$ cat src/rtl/elevator_pkg.sv
// Shared types and defaults for the elevator controller.
// Holds the FSM state encoding, default sizing constants and the
// state-to-output decode used to register door/motion outputs.
package elevator_pkg;

  typedef enum logic [1:0] {
    IDLE      = 2'd0,
    MOVE_UP   = 2'd1,
    MOVE_DOWN = 2'd2,
    DOOR      = 2'd3
  } state_t;

  localparam int DEF_FLOORS       = 8;
  localparam int DEF_FLOOR_CYCLES = 2;
  localparam int DEF_DOOR_CYCLES  = 3;

  localparam logic DIR_UP   = 1'b1;
  localparam logic DIR_DOWN = 1'b0;

  // {door_open, moving_up, moving_down} for a given state; at most one bit set.
  function automatic logic [2:0] state_outs(input state_t s);
    case (s)
      DOOR:      return 3'b100;
      MOVE_UP:   return 3'b010;
      MOVE_DOWN: return 3'b001;
      default:   return 3'b000;
    endcase
  endfunction

endpackage

$ cat src/rtl/elevator_req_reg.sv
// Pending-call register with set/clear and position-relative summary flags.
// Ports: clk, rst (sync, active-low); floor_req call buttons; pos current floor;
//        in_door masks presses of pos; clr_en/clr_idx clear one call (wins over set);
//        req_q pending calls; any_above/any_below/here relative to pos.
module elevator_req_reg import elevator_pkg::*; #(
  parameter int FLOORS = DEF_FLOORS,
  parameter int POS_W  = 3
) (
  input  logic              clk,
  input  logic              rst,
  input  logic [FLOORS-1:0] floor_req,
  input  logic [POS_W-1:0]  pos,
  input  logic              in_door,
  input  logic              clr_en,
  input  logic [POS_W-1:0]  clr_idx,
  output logic [FLOORS-1:0] req_q,
  output logic              any_above,
  output logic              any_below,
  output logic              here
);

  logic [FLOORS-1:0] set_v;
  logic [FLOORS-1:0] clr_v;

  always_comb begin
    set_v = floor_req;
    // A press of the floor whose door is already open is never latched.
    if (in_door) set_v[pos] = 1'b0;
    clr_v = '0;
    if (clr_en) clr_v[clr_idx] = 1'b1;
  end

  always_ff @(posedge clk) begin
    if (!rst) req_q <= '0;
    else      req_q <= (req_q | set_v) & ~clr_v;
  end

  always_comb begin
    any_above = 1'b0;
    any_below = 1'b0;
    for (int i = 0; i < FLOORS; i++) begin
      if (req_q[i] && (i > int'(pos))) any_above = 1'b1;
      if (req_q[i] && (i < int'(pos))) any_below = 1'b1;
    end
    here = req_q[pos];
  end

endmodule

$ cat src/rtl/elevator.sv
// Single-car elevator controller serving calls in SCAN (collective) order.
// Ports: clk, rst (sync, active-low); floor_req call buttons; floor_pos current
//        floor; door_open, moving_up, moving_down registered status outputs.
// Optional: define ELEVATOR_DOOR_HOLD_EN so a press of the current floor while
//        the door is open restarts the door timer.
module elevator import elevator_pkg::*; #(
  parameter int FLOORS       = DEF_FLOORS,
  parameter int POS_W        = 3,
  parameter int FLOOR_CYCLES = DEF_FLOOR_CYCLES,
  parameter int DOOR_CYCLES  = DEF_DOOR_CYCLES
) (
  input  logic              clk,
  input  logic              rst,
  input  logic [FLOORS-1:0] floor_req,
  output logic [POS_W-1:0]  floor_pos,
  output logic              door_open,
  output logic              moving_up,
  output logic              moving_down
);

  localparam int MAXC = (FLOOR_CYCLES > DOOR_CYCLES) ? FLOOR_CYCLES : DOOR_CYCLES;
  localparam int TW   = $clog2(MAXC + 1);

  state_t            state;
  logic              dir;
  logic [TW-1:0]     timer;
  logic [FLOORS-1:0] req_q;
  logic              any_above, any_below, here;
  logic              clr_en;
  logic [POS_W-1:0]  clr_idx;
  logic [POS_W-1:0]  pos_up, pos_dn;
  logic              leg_done, door_done, hit_up, hit_dn, hold;

  assign pos_up    = floor_pos + POS_W'(1);
  assign pos_dn    = floor_pos - POS_W'(1);
  assign leg_done  = (timer == TW'(FLOOR_CYCLES - 1));
  assign door_done = (timer == TW'(DOOR_CYCLES - 1));
  // Call at the floor about to be reached; only meaningful while moving, where
  // a neighbour in the travel direction is guaranteed to exist.
  assign hit_up    = req_q[pos_up];
  assign hit_dn    = req_q[pos_dn];

`ifdef ELEVATOR_DOOR_HOLD_EN
  assign hold = (state == DOOR) && floor_req[floor_pos];
`else
  assign hold = 1'b0;
`endif

  // Clear the call of the floor whose door opens on this edge.
  always_comb begin
    clr_en  = 1'b0;
    clr_idx = floor_pos;
    case (state)
      IDLE:      clr_en = here;
      MOVE_UP:   begin clr_en = leg_done && hit_up; clr_idx = pos_up; end
      MOVE_DOWN: begin clr_en = leg_done && hit_dn; clr_idx = pos_dn; end
      default:   clr_en = 1'b0;
    endcase
  end

  elevator_req_reg #(.FLOORS(FLOORS), .POS_W(POS_W)) u_req (
    .clk       (clk),
    .rst       (rst),
    .floor_req (floor_req),
    .pos       (floor_pos),
    .in_door   (state == DOOR),
    .clr_en    (clr_en),
    .clr_idx   (clr_idx),
    .req_q     (req_q),
    .any_above (any_above),
    .any_below (any_below),
    .here      (here)
  );

  // When a leg ends without a stop, the arrived-at floor holds no call, so the
  // flags relative to the old floor still describe "calls ahead" correctly.
  always_ff @(posedge clk) begin
    if (!rst) begin
      state     <= IDLE;
      floor_pos <= '0;
      timer     <= '0;
      dir       <= DIR_UP;
      {door_open, moving_up, moving_down} <= 3'b000;
    end else begin
      case (state)
        IDLE: begin
          timer <= '0;
          if (here) begin
            state <= DOOR;
            {door_open, moving_up, moving_down} <= state_outs(DOOR);
          end else if (any_above) begin
            state <= MOVE_UP;
            dir   <= DIR_UP;
            {door_open, moving_up, moving_down} <= state_outs(MOVE_UP);
          end else if (any_below) begin
            state <= MOVE_DOWN;
            dir   <= DIR_DOWN;
            {door_open, moving_up, moving_down} <= state_outs(MOVE_DOWN);
          end
        end
        MOVE_UP: begin
          if (leg_done) begin
            floor_pos <= pos_up;
            timer     <= '0;
            if (hit_up) begin
              state <= DOOR;
              {door_open, moving_up, moving_down} <= state_outs(DOOR);
            end else if (!any_above) begin
              state <= IDLE;
              {door_open, moving_up, moving_down} <= state_outs(IDLE);
            end
          end else begin
            timer <= timer + TW'(1);
          end
        end
        MOVE_DOWN: begin
          if (leg_done) begin
            floor_pos <= pos_dn;
            timer     <= '0;
            if (hit_dn) begin
              state <= DOOR;
              {door_open, moving_up, moving_down} <= state_outs(DOOR);
            end else if (!any_below) begin
              state <= IDLE;
              {door_open, moving_up, moving_down} <= state_outs(IDLE);
            end
          end else begin
            timer <= timer + TW'(1);
          end
        end
        DOOR: begin
          if (hold) begin
            timer <= '0;
          end else if (door_done) begin
            timer <= '0;
            if ((dir == DIR_UP && any_above) || (dir == DIR_DOWN && !any_below && any_above)) begin
              state <= MOVE_UP;
              dir   <= DIR_UP;
              {door_open, moving_up, moving_down} <= state_outs(MOVE_UP);
            end else if (any_below) begin
              state <= MOVE_DOWN;
              dir   <= DIR_DOWN;
              {door_open, moving_up, moving_down} <= state_outs(MOVE_DOWN);
            end else begin
              state <= IDLE;
              {door_open, moving_up, moving_down} <= state_outs(IDLE);
            end
          end else begin
            timer <= timer + TW'(1);
          end
        end
        default: begin
          state <= IDLE;
          timer <= '0;
          {door_open, moving_up, moving_down} <= state_outs(IDLE);
        end
      endcase
    end
  end

endmodule

$ cat config.mk
export PLATFORM = sky130hd
export DESIGN_NAME = elevator
export DESIGN_NICKNAME = d
export VERILOG_FILES = /design/src/rtl/elevator_pkg.sv /design/src/rtl/elevator_req_reg.sv /design/src/rtl/elevator.sv
export SDC_FILE = /design/constraint.sdc
export NUM_CORES = 1
export LEC_CHECK = 0
export CORE_ASPECT_RATIO = 0.75
export CORE_MARGIN = 1
export CORE_UTILIZATION = 30
export DETAILED_ROUTE_END_ITERATION = 10
export GPL_ROUTABILITY_DRIVEN = 0
export PLACE_DENSITY_LB_ADDON = 0.2
export RECOVER_POWER = 100
export SETUP_SLACK_MARGIN = 0.3
export SKIP_CTS_REPAIR_TIMING = 1
export SLEW_MARGIN = 5
export SYNTH_ARGS = -nofsm -noshare
export SYNTH_HDL_FRONTEND = slang
export SYNTH_SLANG_ARGS = --single-unit
$ cat constraint.sdc
create_clock -name clk -period 2.8 [get_ports clk]
set_input_delay 0.56 -clock clk [delete_from_list [all_inputs] [get_ports clk]]
set_output_delay 0.56 -clock clk [all_outputs]
set_load 0.02 [all_outputs]
## Word-level counts from Yosys, hierarchy flattened

Cells that the tools add are included.

| cells by class | value |
|---|---|
| add/sub/neg operators | 3 |
| magnitude comparators | 20 |
| equal/unequal tests | 12 |
| multiplexer cells | 80 |
| bitwise gates (word level) | 6 |
| reductions and logical operators | 30 |

Operators with widths:

| kind | count |
|---|---|
| $mux W1 | 48 |
| $mux W2 | 14 |
| $logic_and A1 B1 Y1 | 21 |
| $and A8 B8 Y8 | 2 |
| $lt A3 B4 Y1 const B | 4 |
| $mux W8 | 2 |
| $not A8 Y8 | 2 |
| $gt A3 B3 Y1 const A | 4 |
| $pmux W1 S4 | 3 |
| $pmux W3 S2 | 2 |
| $bmux W1 S3 | 3 |
| $lt A3 B3 Y1 const A | 3 |
| $ne A2 B2 Y1 const B | 4 |
| $or A8 B8 Y8 | 1 |
| $pmux W2 S4 | 1 |
| $demux W1 S3 | 2 |
| $eq A2 B2 Y1 const B | 3 |
| $ge A3 B1 Y1 const B | 2 |
| $gt A2 B3 Y1 const A | 2 |
| $lt A1 B3 Y1 const A | 2 |
| $lt A2 B3 Y1 const A | 2 |
| $mux W3 | 2 |
| $ne A3 B3 Y1 const B | 2 |
| $pmux W2 S3 | 1 |
| other kinds (16) | 19 |

| storage, ports and cells | value |
|---|---|
| bits in registers | 19 |
| input port bits | 10 |
| output and inout bits | 6 |
| logic and storage cells | 159 |

## Depth between registers and ports, before layout

Gate-level depths: netlist (run 1).

| logic depth | value |
|---|---|
| depth after elaboration | 16 |
| depth in mapped cells | 12 |

## Modules after synthesis

From an unflattened synthesis (run 1), not the netlist that was laid out.

| second synthesis, totals | value |
|---|---|
| cells, all modules | 215 |
| area total of the unflattened synthesis | 1631.6 sq um |

By module, submodules not included:

| module | instances | cells each | area each (sq um) |
|---|---|---|---|
| elevator | 1 | 137 | 1079.8 |
| elevator_req_reg | 1 | 78 | 551.8 |

## Worst setup path after synthesis (run 1)

Ideal clock, no wire load.

| timing | value |
|---|---|
| path kind | register -> register |
| start | register floor_pos[0] |
| end | register u_req.req_q[7] |
| library setup time | 137 ps |
| data arrival time | 2468 ps |
| required time | 2663 ps |
| slack | 195 ps |
| stages on the path, launching flop included | 13 |
| path buffers | 4 |
| clock period less this slack | 2605 ps |
| cell sequence | dfxtp_1 -> buf_6 -> buf_8 -> buf_8 -> inv_4 -> ha_1 -> buf_2 -> and2_1 -> a32oi_2 -> a31oi_1 -> o32a_2 -> nor3_2 -> a211oi_1 |

| on the way | value |
|---|---|
| longest elaborated chain between the ends | 9 |

RTL lines:

| what | line | source |
|---|---|---|
| start, declared | elevator.sv:15 | `output logic [POS_W-1:0] floor_pos,` |
| start signal, assigned | elevator.sv:103 | `floor_pos <= pos_up;` |
| start signal, assigned | elevator.sv:118 | `floor_pos <= pos_dn;` |
| $sub A3 B1 Y3 (tied with other cells) | elevator.sv:35 | `assign pos_dn = floor_pos - POS_W'(1);` |
| $pmux W3 S2 or $logic_and A1 B1 Y1 (tied branches) | elevator.sv:53, elevator_req_reg.sv:28 |  |
| $lt A3 B4 Y1 (implied by the code) (tied with other cells) | elevator_req_reg.sv:30 | `if (clr_en) clr_v[clr_idx] = 1'b1;` |
| $logic_and A1 B1 Y1 (implied by the code) or $demux W1 S3 (tied branches) | n/a |  |
| $mux W1 (implied by the code) or $not A8 Y8 (tied branches) | n/a |  |
| $demux W1 S3 or $and A8 B8 Y8 (tied branches) | n/a |  |
| $mux W8 (on tied branches) | elevator_req_reg.sv:30, elevator_req_reg.sv:28 |  |
| $not A8 Y8 or $or A8 B8 Y8 (tied branches) | elevator_req_reg.sv:35 | `else req_q <= (req_q \| set_v) & ~clr_v;` |
| $and A8 B8 Y8 * | elevator_req_reg.sv:35 |  |
| end signal, assigned | elevator_req_reg.sv:35 |  |
| end, declared | elevator_req_reg.sv:16 | `output logic [FLOORS-1:0] req_q,` |

Every way passes the cells marked *; elsewhere a longest branch is shown, timed or not. The select of a mux whose other input is x is not followed.
A chain may end at the register's enable or synchronous reset.

## Final worst setup path (run 1)

| timing | value |
|---|---|
| start | register floor_pos[0] |
| end | register state[1] |

| on the way | value |
|---|---|
| longest elaborated chain between the ends | 16 |

RTL lines:

| what | line | source |
|---|---|---|
| $lt A1 B3 Y1 | elevator_req_reg.sv:43 | `if (req_q[i] && (i < int'(pos))) any_below = 1'b1;` |
| $logic_and A1 B1 Y1 | elevator_req_reg.sv:43 |  |
| $mux W1 (7 in a row) | elevator_req_reg.sv:43 |  |
| $logic_not A1 Y1 | elevator.sv:136 | `if ((dir == DIR_UP && any_above) \|\| (dir == DIR_DOWN && !any_below && any_above)) begin` |
| $logic_and A1 B1 Y1 (2 in a row) | elevator.sv:136 |  |
| $logic_or A1 B1 Y1 | elevator.sv:136 |  |
| $mux W2 | elevator.sv:136 |  |
| $mux W2 | elevator.sv:134 | `end else if (door_done) begin` |
| $pmux W2 S4 | elevator.sv:85 | `case (state)` |
| end signal, assigned | elevator.sv:89 | `state <= DOOR;` |
| end signal, assigned | elevator.sv:137 | `state <= MOVE_UP;` |
| end signal, assigned | elevator.sv:141 | `state <= MOVE_DOWN;` |
| end, declared | elevator.sv:24 | `state_t state;` |

Parallel ways exist; a longest one is shown, timed or not. The select of a mux whose other input is x is not followed.

==> results.json, run 1 <==
{
  "p_leak_nw": 0.708,
  "antenna_found_initial": 0,
  "cpMaxStageDelayCell": "dfxtp_4",
  "io_pins": 16,
  "grt_start_max_net_pins": 22,
  "startpoint_type": "register",
  "max_freq_mhz": 404,
  "drc": 0,
  "clkTransAtPathRegs_ns": 0.08,
  "yosysTopAreaCell": "dfxtp_1",
  "synthDistinctLibCells": 64,
  "die_area_sq_um": 6280,
  "wirelength_mm": 4.83,
  "hold_viol": 0,
  "syn_inst": 215,
  "crit_family": "compound AO/OA/AOI/OAI gates",
  "fin_tns_setup_ns": 0,
  "port_buffers": 15,
  "crit_required_ns": 2.95,
  "syn2layout_area_growth_pct": 14.1,
  "syn_avg_cell_area_sq_um": 8.32,
  "vias_per_cell": 5.41,
  "n_antenna_cell": 0,
  "grt_pass1_vias": 1516,
  "start_util": 0.322,
  "ys_seq_area_frac": 0.213,
  "worstSetupPathType": "register to register",
  "cts_tree": "done",
  "drt_iter0_drc": 89,
  "design.core.area_sq_um": 5550,
  "finalMaxSlewViolations": 0,
  "clock_sinks": 19,
  "power_mw": 1.37,
  "cp_cell_sequence": "ha_1 > ha_2 > and2_0 > a32oi_1 > nand4_1 > a31o_2 > and4_1 > a221oi_1",
  "grt_pass1_wl_mm": 7.91,
  "ys.flop_type": "dfxtp_1",
  "ys_ff_latch": 19,
  "tightest_slew_ns": 0.603,
  "cts_max_path_buffers": 2,
  "fin_worst_skew_ns": 0.00483,
  "drive_gt1_frac": 0.148,
  "die_w_um": 91.2,
  "rsz0062_at_grt": "no",
  "fillerInstances": 574,
  "overflow": 0,
  "nets": 251,
  "vias": 1645,
  "yosys_warnings": 0,
  "dp_hpwl_mm": 3.78,
  "syn_nets": 236,
  "holdWs_ns": 0.458,
  "max-cap-violations": 0,
  "setup_viol": 0,
  "synth_top_cells_by_count": "20 x nand2_1, 19 x dfxtp_1, 18 x a21oi_1",
  "synthesis.area_sq_um": 1790,
  "hold_class": "register to register",
  "numCtsBuffers": 3,
  "cpPeakStageDelay_ns": 0.39,
  "finalCritPeriodShare": 0.884,
  "worstSetupEndpointType": "register",
  "relSlewSlack": 0.597,
  "power_density_nw_per_um2": 670,
  "die_h_um": 68.9,
  "clk_latency_ns": 0.26,
  "rows": 23,
  "status": "completed",
  "cts_max_level": 1,
  "clock-root-buffer": "clkbuf_8",
  "drt_first_pass_iters": 4,
  "critPathMaxFanout": 8,
  "ant_nets": 0,
  "track_usage": 0.165,
  "synth_edf_count": 0,
  "synth_area_leaders": "dfxtp_1 21%, ha_1 7.7%, a21oi_1 5.0%, mux2i_1 5.0%, nand2_1 4.2%",
  "path_buf_inv": 0,
  "yosysMostFrequentCell": "nand2_1",
  "wl_per_cell_um": 15.9,
  "arrival_ns": 2.62,
  "ir_drop_uv": 245,
  "synth_top_area_share": 0.213,
  "async_flop_share": 0,
  "period_needed_ns": 2.48
}
## cell families after synthesis
kind of cell / Yosys count / share of synthesized area
AND/OR/NAND/NOR: 74 / 0.226
multiplexers: 11 / 0.0776
flip-flops: 19 / 0.213
XOR/XNOR: 2 / 0.00979
adder cells (fa/ha/maj): 11 / 0.0769
AO/OA/AOI/OAI: 72 / 0.320
buffers and inverters: 26 / 0.0776
## layout by cell type (no fill, tap or decap), types with 2 or more instances in the layout
cell / n
xnor2_1: 2
a22o_1: 2
nand2_1: 20
o31a_1: 4
o21a_1: 2
a21oi_1: 18
dfxtp_1: 17
dlygate4sd3_1: 6
clkdlybuf4s50_1: 9
a221oi_1: 3
buf_4: 8
o221ai_2: 2
or2_1: 2
nand4_1: 5
nor3_1: 3
clkbuf_8: 3
nor3_4: 2
inv_1: 11
a31o_2: 2
ha_1: 9
dfxtp_4: 2
o21ai_0: 10
mux2i_1: 9
a211oi_1: 6
ha_2: 2
a22oi_1: 3
o2bb2ai_1: 2
nand2b_1: 8
nand3_1: 5
nor2_1: 14
nand4b_1: 3
nor2b_1: 4
## tightest hold or removal path: stages (launching register included)
cell     delay, ns
dfxtp_1       0.31
nand2_1       0.05
mux2i_1       0.06
## cell type report
class                      count  area [sq um]  area share
multi-input combinational    170          1250       0.612
sequential                    19           388       0.190
timing repair buffer          23           210       0.103
tap                           75          93.8      0.0460
inverter                      13          51.3      0.0251
clock buffer                   3          41.3      0.0202
clock inverter                 1          7.51     0.00368
## metal layers
metal / global-route usage / vias to the layer above / wire [um] / share of wire
met5: 0 / - / 0 / 0
met4: 0.0337 / 0 / 20 / 0.0041
met3: 0.0296 / 2 / 253 / 0.052
met2: 0.241 / 35 / 2000 / 0.41
met1: 0.250 / 776 / 2560 / 0.53
li1: - / 832 / - / -
## power breakdown
| group | switching, mW | internal [mW] | leakage, nW |
|---|---|---|---|
| registers | 0.0618 | 0.314 | 0.158 |
| logic | 0.472 | 0.318 | 0.528 |
| clock network | 0.100 | 0.100 | 0.0217 |
## state kept, by name, indices dropped and copies added (netlist names)
name         count
dir              1
door_open        1
floor_pos        3
moving_down      1
moving_up        1
state            2
timer            2
u_req.req_q      8
## final timing paths
check / start / end / slack, ns / cells after the start
max: floor_pos[0] / state[1] / 0.32 / 8
min: moving_down / moving_down / 0.46 / 2
max reg2reg: floor_pos[0] / state[1] / 0.32 / 8
min reg2reg: moving_down / moving_down / 0.46 / 2
## metrics by stage
stage,utilization,instances,worst slack [ns],area (sq um)
2_1_floorplan,-,215,0.301,1800
3_3_place_gp,0.358,297,0.248,1990
3_5_place_dp,0.358,297,0.309,1990
4_1_cts,0.367,301,0.263,2040
5_1_grt,0.367,304,0.187,2040
6_report,0.367,304,0.324,2040
Power figures use the tool's default switching activity.
==> run 2, diff against run 1 <==
--- a/config.mk
+++ b/config.mk
@@ -7,2 +7,3 @@
 export LEC_CHECK = 0
+export CAP_MARGIN = 20
 export CORE_ASPECT_RATIO = 0.75
@@ -12,2 +13,3 @@
 export GPL_ROUTABILITY_DRIVEN = 0
+export HOLD_SLACK_MARGIN = 0.12
 export PLACE_DENSITY_LB_ADDON = 0.2
==> constraint.sdc (replaced) <==
create_clock -name clk -period 2.8 [get_ports clk]
set_input_delay 0.42 -clock clk [delete_from_list [all_inputs] [get_ports clk]]
set_output_delay 0.42 -clock clk [all_outputs]
set_load 0.02 [all_outputs]
==> results of run 2 <==
Same layout as run 1: the final DEF is identical, and so are final timing and power.
==> run 3, diff against run 2 <==
Settings changed: CTS_BUF_LIST set to sky130_fd_sc_hd__clkbuf_16.
==> results.json, run 3 (same netlist as run 1, synthesis figures left out) <==
{
  "antenna_found_initial": 0,
  "final_cell_mix": "20 x nand2_1, 18 x a21oi_1, 17 x dfxtp_1",
  "p_leak_nw": 0.709,
  "pre_cts_ws_ns": 0.309,
  "tightest_slew_ns": 0.614,
  "finalCritPeriodShare": 0.891,
  "vias_per_cell": 5.50,
  "critPathMaxFanout": 11,
  "worstSetupPathType": "register to register",
  "rr_endpoint": "state[1]",
  "die_h_um": 68.9,
  "grt_pass1_wl_mm": 7.85,
  "wirelength_mm": 4.82,
  "overflow": 0,
  "vias": 1655,
  "clkTransAtPathRegs_ns": 0.06,
  "max-cap-violations": 0,
  "period_needed_ns": 2.49,
  "grt_pass1_vias": 1515,
  "startpoint_type": "register",
  "drc": 0,
  "clock-root-buffer": "clkbuf_16",
  "largest_register_ff_count": 8,
  "cts_max_level": 1,
  "multi_input_area_sq_um": 1250,
  "fin_ws_ns": 0.306,
  "power_mw": 1.47,
  "nets": 248,
  "status": "completed",
  "drive_gt1_frac": 0.137,
  "setup_viol": 0,
  "crit_required_ns": 2.94,
  "clock_sinks": 19,
  "fillerInstances": 569,
  "io_pins": 16,
  "hold_viol": 0,
  "rsz0062_at_grt": "no",
  "final_util": 0.370,
  "numCtsBuffers": 3,
  "r2r_setup_slack_ns": 0.31,
  "r2r-start": "floor_pos[0]",
  "rows": 23,
  "hold_start": "door_open",
  "ir_drop_uv": 271,
  "syn2layout_area_growth_pct": 14.9,
  "relSlewSlack": 0.590,
  "finalMaxSlewViolations": 0,
  "track_usage": 0.163,
  "fin_worst_skew_ns": 0.00331,
  "fin_tns_setup_ns": 0,
  "start_util": 0.322,
  "dp_hpwl_mm": 3.78,
  "drt_first_pass_iters": 4,
  "cts_tree": "done",
  "drt_iter0_drc": 118,
  "reg.largest.list": "u_req.req_q: 8 flops, floor_pos: 3 flops",
  "worstSetupEndpointType": "register",
  "design.core.area_sq_um": 5550,
  "final_common_cell": "nand2_1",
  "holdPathStages": 2,
  "wl_per_cell_um": 16.0,
  "final_cell_area_sq_um": 2060,
  "final_cells": 301,
  "placed_cell_area_sq_um": 1990,
  "power_density_nw_per_um2": 714,
  "hold_class": "register to register",
  "cts_max_path_buffers": 2,
  "largest_register": "u_req.req_q",
  "clk_latency_ns": 0.25,
  "arrival_ns": 2.63,
  "register_area_sq_um": 388,
  "die_area_sq_um": 6280,
  "r2r_cells": 8,
  "grt_start_max_net_pins": 22,
  "holdWs_ns": 0.456,
  "ant_nets": 0,
  "n_antenna_cell": 0,
  "die_w_um": 91.2,
  "placed_cells": 297,
  "max_freq_mhz": 401,
  "holdPathEnd": "door_open",
  "port_buffers": 15
}
[run 3: cell types whose count changed in the layout (fill, tap and decap cells not counted)]
cell	previous run	this run
clkbuf_16	0	3
nand4_1	5	4
ha_2	2	1
ha_1	9	10
clkbuf_8	3	0
buf_4	8	5
nand4_2	0	1
[run 3: critical path, cell delays in order, from the launching register on]
cell and delay (ns):
dfxtp_4 0.43, inv_4 0.07, ha_1 0.41, and2_0 0.18, a32oi_1 0.31, nand4_1 0.17, a31o_2 0.29, and4_1 0.20
a221oi_1 0.31
[run 3: cell type report]
class / instances / area share
tap: 75 / 0.0456
clock inverter: 1 / 0.00365
inverter: 13 / 0.0250
sequential: 19 / 0.189
multi-input combinational: 170 / 0.609
clock buffer: 3 / 0.0365
timing repair buffer: 20 / 0.0913
[run 3: worst max-delay path by stage]
| stage | slack [ns] | startpoint | end |
|---|---|---|---|
| finish | 0.31 | floor_pos[0] | state[1] |
| global placement | 0.25 | floor_pos[1] | state[1] |
| floorplan | 0.30 | floor_pos[0] | state[1] |
| CTS | 0.27 | floor_pos[1] | state[1] |
| detailed placement | 0.31 | floor_pos[1] | state[1] |
| global route | 0.18 | floor_pos[0] | state[1] |
[run 3: routing by layer]
metal	track usage	vias up	part of all wire
met3	0.0230	4	0.049
met5	0	-	0
met2	0.241	42	0.41
met4	0.0278	0	0.0048
met1	0.249	784	0.54
li1	-	825	-
[run 3: power breakdown]
part | internal [mW] | switching [mW] | total, mW | leakage, nW
clock network | 0.193 | 0.112 | 0.305 | 0.0371
registers | 0.314 | 0.0630 | 0.377 | 0.158
logic | 0.312 | 0.473 | 0.785 | 0.513
total | 0.820 | 0.647 | 1.47 | 0.709
